==> config.mk <==
export PLATFORM = sky130hd
export DESIGN_NAME = speaker_mode_arbiter
export DESIGN_NICKNAME = d
export VERILOG_FILES = /design/src/rtl/speaker_mode_arbiter.sv
export SDC_FILE = /design/constraint.sdc
export NUM_CORES = 1
export LEC_CHECK = 0
export BUFFER_PORTS_ARGS = -buffer_cell sky130_fd_sc_hd__buf_2
export CAP_MARGIN = 20
export CORE_AREA = 2 2 64 66
export CTS_BUF_LIST = sky130_fd_sc_hd__clkbuf_16
export CTS_CLUSTER_SIZE = 20
export DETAILED_ROUTE_END_ITERATION = 12
export DIE_AREA = 0 0 66 68
export HOLD_SLACK_MARGIN = 0.1
export MAX_ROUTING_LAYER = met4
export PLACE_DENSITY = 0.81
export RECOVER_POWER = 50
export SLEW_MARGIN = 10
export SYNTH_ARGS = -nofsm -noshare
export SYNTH_HDL_FRONTEND = slang
export SYNTH_SLANG_ARGS = --single-unit
==> constraint.sdc <==
create_clock -name clk -period 1.9 [get_ports clk]
set_input_delay 0.095 -clock clk [delete_from_list [all_inputs] [get_ports clk]]
set_output_delay 0.095 -clock clk [all_outputs]
set_load 0.02 [all_outputs]
==> src/rtl/speaker_mode_arbiter.sv <==
// Mode arbiter for the keyboard speaker. It synchronises and debounces the mode switches,
// inserts a mute gap on every mode change, and drives one-hot enables to the mode sources.
module speaker_mode_arbiter #(
    parameter int unsigned NUM_MODES    = 4,
    parameter int unsigned MODE_W       = 3,
    parameter int unsigned DEFAULT_MODE = 0,
    parameter int unsigned DEBOUNCE_CYC = 100000,
    parameter int unsigned MUTE_CYC     = 50000
) (
    input  logic                 clk,
    input  logic                 reset,
    input  logic [MODE_W-1:0]    mode_select,
    input  logic [NUM_MODES-1:0] speaker_in,
    output logic                 speaker,
    output logic [MODE_W-1:0]    current_mode,
    output logic [NUM_MODES-1:0] mode_enable,
    output logic                 switching,
    output logic                 mode_changed
);

    localparam int unsigned CNT_MAX = (DEBOUNCE_CYC > MUTE_CYC) ? DEBOUNCE_CYC : MUTE_CYC;
    localparam int unsigned CNT_W   = $clog2(CNT_MAX + 1);
    localparam logic [MODE_W-1:0] DEF_MODE = MODE_W'(DEFAULT_MODE);
    localparam logic [MODE_W:0]   NUM_M    = (MODE_W + 1)'(NUM_MODES);
    localparam logic [CNT_W-1:0]  DEB_LAST  = CNT_W'(DEBOUNCE_CYC - 1);
    localparam logic [CNT_W-1:0]  MUTE_LAST = CNT_W'(MUTE_CYC - 1);

    typedef enum logic [1:0] {
        ST_RUN      = 2'd0,
        ST_DEBOUNCE = 2'd1,
        ST_MUTE     = 2'd2
    } state_t;

    state_t                 r_state, w_state_nxt;
    logic [MODE_W-1:0]      r_sync1, r_sync2;
    logic [MODE_W-1:0]      r_cand, w_cand_nxt;
    logic [CNT_W-1:0]       r_cnt, w_cnt_nxt;
    logic [MODE_W-1:0]      r_mode, w_mode_nxt;
    logic [NUM_MODES-1:0]   r_en, w_en_nxt;
    logic                   r_spk, w_spk_nxt;
    logic                   r_sw, w_sw_nxt;
    logic                   r_chg, w_chg_nxt;
    logic [MODE_W-1:0]      w_mapped;
    logic                   w_sel_spk;

    function automatic logic [NUM_MODES-1:0] onehot(input logic [MODE_W-1:0] idx);
        logic [NUM_MODES-1:0] v;
        v = '0;
        for (int unsigned i = 0; i < NUM_MODES; i++) begin
            if (idx == MODE_W'(i)) v[i] = 1'b1;
        end
        return v;
    endfunction

    // Out-of-range switch codes fall back to the default mode
    assign w_mapped = ({1'b0, r_sync2} < NUM_M) ? r_sync2 : DEF_MODE;

    always_comb begin
        w_sel_spk = 1'b0;
        for (int unsigned i = 0; i < NUM_MODES; i++) begin
            if (r_mode == MODE_W'(i)) w_sel_spk = speaker_in[i];
        end
    end

    always_ff @(posedge clk) begin
        if (reset) begin
            r_sync1 <= DEF_MODE;
            r_sync2 <= DEF_MODE;
            r_state <= ST_RUN;
            r_cand  <= DEF_MODE;
            r_cnt   <= '0;
            r_mode  <= DEF_MODE;
            r_en    <= onehot(DEF_MODE);
            r_spk   <= 1'b0;
            r_sw    <= 1'b0;
            r_chg   <= 1'b0;
        end else begin
            r_sync1 <= mode_select;
            r_sync2 <= r_sync1;
            r_state <= w_state_nxt;
            r_cand  <= w_cand_nxt;
            r_cnt   <= w_cnt_nxt;
            r_mode  <= w_mode_nxt;
            r_en    <= w_en_nxt;
            r_spk   <= w_spk_nxt;
            r_sw    <= w_sw_nxt;
            r_chg   <= w_chg_nxt;
        end
    end

    always_comb begin
        w_state_nxt = r_state;
        w_cand_nxt  = r_cand;
        w_cnt_nxt   = r_cnt;
        w_mode_nxt  = r_mode;
        w_en_nxt    = r_en;
        w_chg_nxt   = 1'b0;
        w_spk_nxt   = (r_state == ST_MUTE) ? 1'b0 : w_sel_spk;
        case (r_state)
            ST_RUN: begin
                if (w_mapped != r_mode) begin
                    w_cand_nxt  = w_mapped;
                    w_cnt_nxt   = '0;
                    w_state_nxt = ST_DEBOUNCE;
                end
            end
            ST_DEBOUNCE: begin
                if (w_mapped == r_mode) begin
                    w_cnt_nxt   = '0;
                    w_state_nxt = ST_RUN;
                end else if (w_mapped != r_cand) begin
                    w_cand_nxt = w_mapped;
                    w_cnt_nxt  = '0;
                end else if (r_cnt == DEB_LAST) begin
                    w_cnt_nxt   = '0;
                    w_en_nxt    = '0;
                    w_state_nxt = ST_MUTE;
                end else begin
                    w_cnt_nxt = r_cnt + CNT_W'(1);
                end
            end
            ST_MUTE: begin
                if (r_cnt == MUTE_LAST) begin
                    w_cnt_nxt   = '0;
                    w_mode_nxt  = r_cand;
                    w_en_nxt    = onehot(r_cand);
                    w_chg_nxt   = 1'b1;
                    w_state_nxt = ST_RUN;
                end else begin
                    w_cnt_nxt = r_cnt + CNT_W'(1);
                end
            end
            default: begin
                w_cnt_nxt   = '0;
                w_state_nxt = ST_RUN;
            end
        endcase
        w_sw_nxt = (w_state_nxt != ST_RUN);
    end

    assign speaker      = r_spk;
    assign current_mode = r_mode;
    assign mode_enable  = r_en;
    assign switching    = r_sw;
    assign mode_changed = r_chg;

endmodule

======== Yosys cells after proc, flatten, opt, wreduce, memory -nomap -nowiden ========
Cells that the tools add are included.
word-level totals
  output and inout bits ................... 10
  input port bits ......................... 9
  register bits after elaboration ......... 38
  logic and storage cells ................. 74
cells by class
  eq/ne operators ......................... 19
  reduce and logical (&&, ||, !) cells .... 11
  $lt $le $gt $ge ......................... 1
  multiplexer cells ....................... 31
  add/sub/neg operators ................... 1
  bitwise gates (word level) .............. 1
operators with widths
  operator               number
  $mux 17                5
  $pmux 17 s3            1
  $add 17x1->17 const B  1
  $eq 17x16->1 const B   1
  $eq 17x17->1 const B   1
  $mux 4                 4
  $eq 3x2->1 const B     4
  $mux 3                 4
  $mux 2                 5
  $ne 2x2->1 const B     5
  $mux 1                 9
  $pmux 4 s2             1
  $eq 3x1->1 const B     2
  $logic_not 3->1        2
  $ne 3x3->1             2
  $pmux 2 s3             1
  $pmux 3 s2             1
  $reduce_bool 2->1      3
  $reduce_and 5->1       1
  $reduce_and 4->1       1
  $reduce_or 2->1        2
  $eq 3x3->1             1
  $lt 3x3->1 const B     1
  $eq 2x1->1 const B     1
  other kinds (5)        5

======== Longest topological paths before layout ========
Gate-level depths: netlist of the first run.
  word-level depth ........................ 7
  depth in mapped cells ................... 9
  depth with buffers taken out ............ 7

======== Worst setup path before layout of the first run ========
No wires, ideal clock.
  path type ............................... reg-to-reg
  start ................................... register r_mode[0] (netlist: current_mode[0])
  end ..................................... register r_en[0] (netlist: mode_enable[0])
  data required time ...................... 1780 ps
  data arrival time ....................... 2017 ps
  path buffers ............................ 1
  setup slack ............................. -237 ps
  setup time .............................. 120 ps
  period minus slack after synthesis ...... 2137 ps
  stages on the path, launching flop included .. 7
  cells stage by stage .................... dfxtp_1 -> buf_2 -> and4bb_2 -> a22o_1 -> o41ai_4 -> nand2_2 -> a211o_1
on the way
  word-level cells in the longest chain between the ends .. 3
RTL lines
  what                        line  source
  start, declared             38    logic [MODE_W-1:0] r_mode, w_mode_nxt;
  start signal, assigned      83    r_mode <= w_mode_nxt;
  $eq 3x3->1                  108   if (w_mapped == r_mode) begin
  $ne 2x2->1 (no line)        --
  $reduce_and 5->1 (no line)  --
  end signal, assigned        73    r_en <= onehot(DEF_MODE);
  end signal, assigned        84    r_en <= w_en_nxt;
  end, declared               39    logic [NUM_MODES-1:0] r_en, w_en_nxt;
No other way between the ends.
A chain may end at the register's enable or synchronous reset.

======== Worst setup path in the final report of the first run ========
  start ................................... register r_sync2[1]
  end ..................................... register r_en[0] (netlist: mode_enable[0])
on the way
  word-level cells in the longest chain between the ends .. 5
  elaborated cells on any way between the ends .. 7
  classes of those cells .................. 1 x order compare; 4 x eq/ne; 1 x mux; 1 x reduce/logical
RTL lines
  what                                      line      source
  start, declared                           35        logic [MODE_W-1:0] r_sync1, r_sync2;
  start signal, assigned                    79        r_sync2 <= r_sync1;
  $lt 3x3->1                                56        assign w_mapped = ({1'b0, r_sync2} < NUM_M) ? r_sync2 : DEF_MODE;
  $mux 3 *                                  56
  $ne 3x3->1 or $eq 3x3->1 (tied branches)  111, 108
  $ne 2x2->1 (no line)                      --
  $reduce_and 5->1 (no line) *              --
Mark *: on every way between the ends. The rest lies on a longest branch, timed or not.

==> out/qor.txt, run 1 <==
Status -> complete, but fails checks
Failing checks -> negative setup slack
Depth of the most critical reg-to-reg path -> 7
Mean Syn Cell Area -> 8.945 sq um
Share of post-route cells with drive strength above 1 -> 38.57%
Design area -> 2708 sq um
Antenna Cells -> 0
Post-Syn Instances -> 214
Core Area -> 3856 sq um
Area of the multi-input gates -> 1234 sq um
Arr. time, crit path -> 2.29 ns
Synthesized flop and latch total -> 36
Clock Sinks -> 36
Max Clk Rate -> 471.4 MHz
DRC -> 0
CP required -> 2.07 ns
Top cell type's share of synthesized area -> 37.65%
Yosys warning total -> 0
Die Wd -> 66 um
Starting Density -> 49.64%
Die H -> 68 um
Most frequent cells in the layout -> buf_4, dfxtp_1, nor2_1
Power Dens Cells -> 659.6 nW/um^2
R2R setup slack -> -0.22 ns
Count of non-filler cells in the finished layout -> 330
Half-perimeter wire length after placement -> 3278 um
Relative slew slack -> 60.99%
Hold crit path type -> in -> reg
Global-route wire length before repair -> 7928 um
Layout net count -> 294
Final clock skew -> 0.006134 ns
Hold Path Cell Cnt -> 3
Leakage Power -> 1.051 nW
Yosys top cell by area -> dfxtp_1
Worst-Margin Slew -> 0.5790 ns
Gpl congestion -> 0.8882
Max-slew violation count -> 0
WHS -> 0.1691 ns
Rows -> 23
GRT Util Overall -> 24.04%
Area of the mapped netlist -> 1914 sq um
Vias per cell -> 5.682
CTS tree -> yes
Post-placement cell area -> 2425 sq um
First DRT Iteration DRCs -> 97
Antenna violation net count after detailed routing -> 0
Post-Route Utilization -> 70.21%
Clk Latency, worst-skew pair -> 0.28 ns
CTS max path bufs -> 2
Post-synth top flop -> dfxtp_1
Vias in the first global route -> 1788
Minimum clock period -> 2.121 ns
Most common cell after layout, fill and taps aside -> buf_4
Num CTS Buffers -> 5
Placed Cells -> 319
Synth Net Count -> 228
Pin count of the biggest net entering global routing -> 22
Worst Hold Path EP -> speaker
Critical Path End Type -> flip-flop
Min-delay src -> speaker_in[2]
Ys async rst share -> 0%
Initial antenna violation count -> 0
Gr ovfl total -> 0
Count of unique library cells instantiated by Yosys -> 61
CTS root buf -> clkbuf_16
Die area -> 4488 sq um
Final period util -> 111.7%
Peak supply drop -> 0.5580 mV
DR pass1 iterations -> 4
Wirelength per Cell -> 15.69 um
Clk pin slew, worst setup/hold paths -> 0.05 ns
Count of final setup violators -> 21
Worst reg2reg path endpoint -> mode_enable[0]
Sequential area share after synthesis -> 37.65%
Area Growth Syn to Fin -> 41.44%
R2R Path Start -> r_sync2[1]
Final Hold Fails -> 0
Final Worst Setup Slack -> -0.2215 ns
Via count -> 1875
Design Power -> 0.001786 W
Crit Path Max Fanout -> 4
Kind of critical path -> reg -> reg
Area contributors post-synth -> dfxtp_1, nor2_1, xor2_1, xnor2_1, nand2_1
Fill count -> 274
RSZ-0062 raised after global routing -> yes
Max Cap Viol -> 0
H-tree depth -> 2
Number of synthesized flops with an enable pin -> 0
Port Buffers -> 17
Final wirelength -> 5178 um
# IOs -> 19
Startpoint Class -> flip-flop
Flip-flop and latch area -> 730.7 sq um
-- through the flow --
| stage | setup TNS (ns) | worst slack, ns |
|---|---|---|
| 6_report | -3.012 | -0.2215 |
| 5_1_grt | -4.787 | -0.3155 |
| 4_1_cts | -2.419 | -0.1364 |
| 3_5_place_dp | -2.185 | -0.2181 |
| 3_3_place_gp | -0.5845 | -0.1440 |
| 2_1_floorplan | -0.3051 | -0.1360 |
-- Yosys cell counts, types with 3 or more instances --
library cell and n:
and3_1 3, xor2_1 9, nor3_1 4, mux2i_1 3
a211o_2 3, or3_1 3, dfxtp_1 36, nor4_1 5
inv_1 8, nand3_1 6, nor2_1 23, xnor2_1 8
clkbuf_1 5, nor2b_1 10, ha_1 5, a211oi_1 3
o31ai_1 4, nand4_1 8, nand2_1 17, a21oi_1 4
-- final cells by class --
class | count | area share (%)
timing repair buffer | 69 | 19.13
multi-input combinational | 160 | 45.56
inverter | 8 | 1.109
tap | 50 | 2.311
clock inverter | 2 | 0.2773
sequential | 36 | 26.99
clock buffer | 5 | 4.621
-- state kept, by name, indices dropped and copies added, names as in the netlist --
name and cells:
r_cnt 17, switching 1, current_mode 2, r_cand 2
speaker 1, r_state 2, mode_enable 4, mode_changed 1
r_sync2 3, r_sync1 3
-- how the worst max path moves through the flow --
stage / slack, ns / depth (start not counted) / end / start
6_report: -0.22 / 7 / mode_enable[0] / r_sync2[1]
5_1_grt: -0.32 / 6 / mode_enable[0] / r_cnt[6]
4_1_cts: -0.14 / 7 / mode_enable[0] / r_sync2[0]
3_5_place_dp: -0.22 / 6 / mode_enable[0] / r_cnt[16]
3_3_place_gp: -0.14 / 6 / mode_enable[0] / r_cnt[6]
2_1_floorplan: -0.14 / 6 / mode_enable[0] / r_cnt[6]
-- power breakdown --
part           internal, W  total (W)  switching [W]
logic             0.000123   0.000250       0.000127
clock network     0.000468   0.000749       0.000282
registers         0.000775   0.000786      0.0000115
total              0.00137    0.00179       0.000420
-- routing by layer --
| layer | share of wire, % | global-route usage, % | up-vias |
|---|---|---|---|
| met5 | 0 | - | - |
| met4 | 2.4 | 10.20 | 0 |
| met3 | 3.9 | 5.263 | 18 |
| met2 | 53 | 42.93 | 49 |
| met1 | 40 | 25.97 | 915 |
| li1 | - | - | 893 |
-- critical path, stage by stage, from the launching register on --
cell      delay (ns)
dfxtp_1         0.35
and4bb_2        0.27
buf_4           0.14
a22o_4          0.27
buf_12          0.13
o41ai_4         0.40
nand2_2         0.16
a211o_1         0.28
-- cells by family (layout without fill, tap and decap cells) --
logic type / after synthesis / after routing / share of synthesized area (%)
simple gates: 102 / 102 / 30.39
compound gates: 32 / 32 / 14.84
other cells: 1 / 1 / 0.1959
fa+ha+maj: 5 / 5 / 3.268
xor+xnor: 17 / 17 / 7.778
flops: 36 / 36 / 37.65
mux: 3 / 3 / 1.569
buf+inv: 18 / 84 / 4.314
-- what timing repair did --
item,4_1_cts,5_1_grt
endpoints found under the setup margin,22,25
pin swaps,3,5
resized for setup,9,17
buffers inserted,1,0
hold buffers,3,0
hold endpoints to repair,3,0
Note: power is estimated with default switching activity, not from simulation.
==> inputs of run 2 (changes only) <==
MAX_ROUTING_LAYER = not set   (was met4)
RECOVER_POWER = 100   (was 50)
==> run 2 against run 1 <==
The flow still finishes with violations (negative setup slack). Count of clock-buffer cells in the layout unchanged. Utilization fell by 0.49 points. Via count rose by 1.4%. Sequential power barely moved. Clock power down 0.5%. Critical path type unchanged. Largest cell class unchanged.
==> out/qor.txt, run 2 (synthesis gave the netlist of run 1 again) <==
Relative slew slack -> 60.67% (was 60.99%)
Failing checks -> negative setup slack (unchanged)
# IOs -> 19 (unchanged)
CTS root buf -> clkbuf_16 (unchanged)
Clk Latency, worst-skew pair -> 0.28 ns (about the same)
GRT Util Overall -> 23.41% (was 24.04%)
Gpl congestion -> 0.8739 (was 0.8882)
Antenna Cells -> 0 (unchanged)
Max Clk Rate -> 472.0 MHz (was 471.4 MHz)
Final clock skew -> 0.006197 ns (was 0.006134 ns)
Share of post-route cells with drive strength above 1 -> 36.79% (was 38.57%)
Hold crit path type -> in -> reg (unchanged)
Crit Path Max Fanout -> 4 (unchanged)
Status -> complete, but fails checks (unchanged)
DRC -> 0 (unchanged)
DR pass1 iterations -> 5 (was 4)
RSZ-0062 raised after global routing -> yes (unchanged)
Power Dens Cells -> 661.6 nW/um^2 (was 659.6 nW/um^2)
Max-slew violation count -> 0 (unchanged)
Critical-path top delay cell -> o41ai_4 (unchanged)
Worst path cell trace -> and4bb_2 -> buf_4 -> a22o_4 -> buf_12 -> o41ai_4 -> nand2_2 -> a211o_1 (unchanged)
Most frequent cells in the layout -> buf_4, dfxtp_1, nor2_1 (unchanged)
Worst path buffer plus inverter count -> 2 (unchanged)
Max Cap Viol -> 0 (unchanged)
Gr ovfl total -> 0 (unchanged)
Core Area -> 3856 sq um (unchanged)
Rows -> 23 (unchanged)
Worst-Margin Slew -> 0.5838 ns (was 0.5790 ns)
Peak supply drop -> 0.5587 mV (was 0.5580 mV)
First DRT Iteration DRCs -> 106 (was 97)
Startpoint Class -> flip-flop (unchanged)
TNS Setup -> -3.096 ns (was -3.012 ns)
Pin count of the biggest net entering global routing -> 22 (unchanged)
Critical Path End Type -> flip-flop (unchanged)
Arr. time, crit path -> 2.29 ns (about the same)
Largest register FFs -> 17 (unchanged)
Kind of critical path -> reg -> reg (unchanged)
Layout net count -> 294 (unchanged)
Half-perimeter wire length after placement -> 3278 um (unchanged)
Vias in the first global route -> 1788 (unchanged)
CTS max path bufs -> 2 (unchanged)
Port Buffers -> 17 (unchanged)
Final period util -> 111.5% (was 111.7%)
CTS tree -> yes (unchanged)
Via count -> 1902 (was 1875)
Global-route wire length before repair -> 7928 um (unchanged)
Die Wd -> 66 um (unchanged)
CP required -> 2.07 ns (about the same)
H-tree depth -> 2 (unchanged)
Antenna violation net count after detailed routing -> 0 (unchanged)
Clk pin slew, worst setup/hold paths -> 0.05 ns (about the same)
Wirelength per Cell -> 15.83 um (was 15.69 um)
Die area -> 4488 sq um (unchanged)
Fill count -> 278 (was 274)
Initial antenna violation count -> 0 (unchanged)
WHS -> 0.1714 ns (was 0.1691 ns)
Final wirelength -> 5225 um (was 5178 um)
Leakage Power -> 1.033 nW (was 1.051 nW)
Vias per cell -> 5.764 (was 5.682)
Die H -> 68 um (unchanged)
Count of final setup violators -> 23 (was 21)
Starting Density -> 49.64% (unchanged)
Area Growth Syn to Fin -> 40.46% (was 41.44%)
Delay-heaviest family, CP -> compound AO/OA/AOI/OAI gates (unchanged)
Biggest register -> r_cnt (unchanged)
Minimum clock period -> 2.119 ns (was 2.121 ns)
Most common cell after layout, fill and taps aside -> buf_4 (unchanged)
Final Worst Setup Slack -> -0.2188 ns (was -0.2215 ns)
Num CTS Buffers -> 5 (unchanged)
CP peak stage delay -> 0.40 ns (about the same)
Clock Sinks -> 36 (unchanged)
Final Hold Fails -> 0 (unchanged)
Post-Route Utilization -> 69.73% (was 70.21%)
==> run 2: cell count changes in the layout (fill, tap and decap cells not counted), sizes merged <==
cell / previous run / this run
clkbuf: 10 / 15
buf: 61 / 56
==> run 2: layout make-up <==
class / instances / area [sq um] / area share (%)
multi-input combinational: 160 / 1229 / 45.70
inverter: 8 / 30.03 / 1.117
clock inverter: 2 / 7.507 / 0.2792
tap: 50 / 62.56 / 2.327
clock buffer: 5 / 125.1 / 4.653
timing repair buffer: 69 / 504.2 / 18.75
sequential: 36 / 730.7 / 27.18
==> run 2: power by group <==
part | switching, W | internal [W] | total (W)
combinational | 0.000127 | 0.000121 | 0.000248
sequential | 0.0000117 | 0.000775 | 0.000787
clock | 0.000277 | 0.000468 | 0.000745
total | 0.000415 | 0.00136 | 0.00178
==> run 2: worst register-to-register path, cell delays in order, from the launching register on <==
cell	delay [ns]
dfxtp_2	0.36
and4bb_2	0.26
buf_4	0.14
a22o_4	0.27
buf_12	0.13
o41ai_4	0.40
nand2_2	0.16
a211o_1	0.28
==> run 2: repair_timing <==
action	CTS	global route
gates resized for setup	9	18
hold buffers	3	0
setup endpoints to repair	22	25
setup buffers	1	0
pin swaps	3	5
gates cloned	0	0
hold endpoints to repair	3	0
==> run 2: worst paths after layout <==
kind / startpoint / endpoint / slack (ns) / depth (start not counted)
min reg2reg: r_sync1[2] / r_sync2[2] / 0.44 / 1
max: current_mode[0] / mode_enable[0] / -0.22 / 7
min: speaker_in[2] / speaker / 0.17 / 3
max reg2reg: current_mode[0] / mode_enable[0] / -0.22 / 7
==> run 2: metal layers <==
metal | share of wire (%) | global-route usage, %
met5 | 0 | 0
met4 | 2.6 | 10.20
met3 | 5.3 | 5.428
met2 | 52 | 42.80
met1 | 40 | 26.07
==> run 2: per-stage QoR <==
step                      setup slack [ns]  area, sq um  std cells  total power (W)
after global routing               -0.3155         2689        330         0.001836
after global placement             -0.1440         2425        319         0.001016
after detailed placement           -0.2181         2425        319         0.001022
after floorplan                    -0.1360         1944        214        0.0009236
after CTS                          -0.1364         2629        330         0.001773
final                              -0.2188         2689        330         0.001779
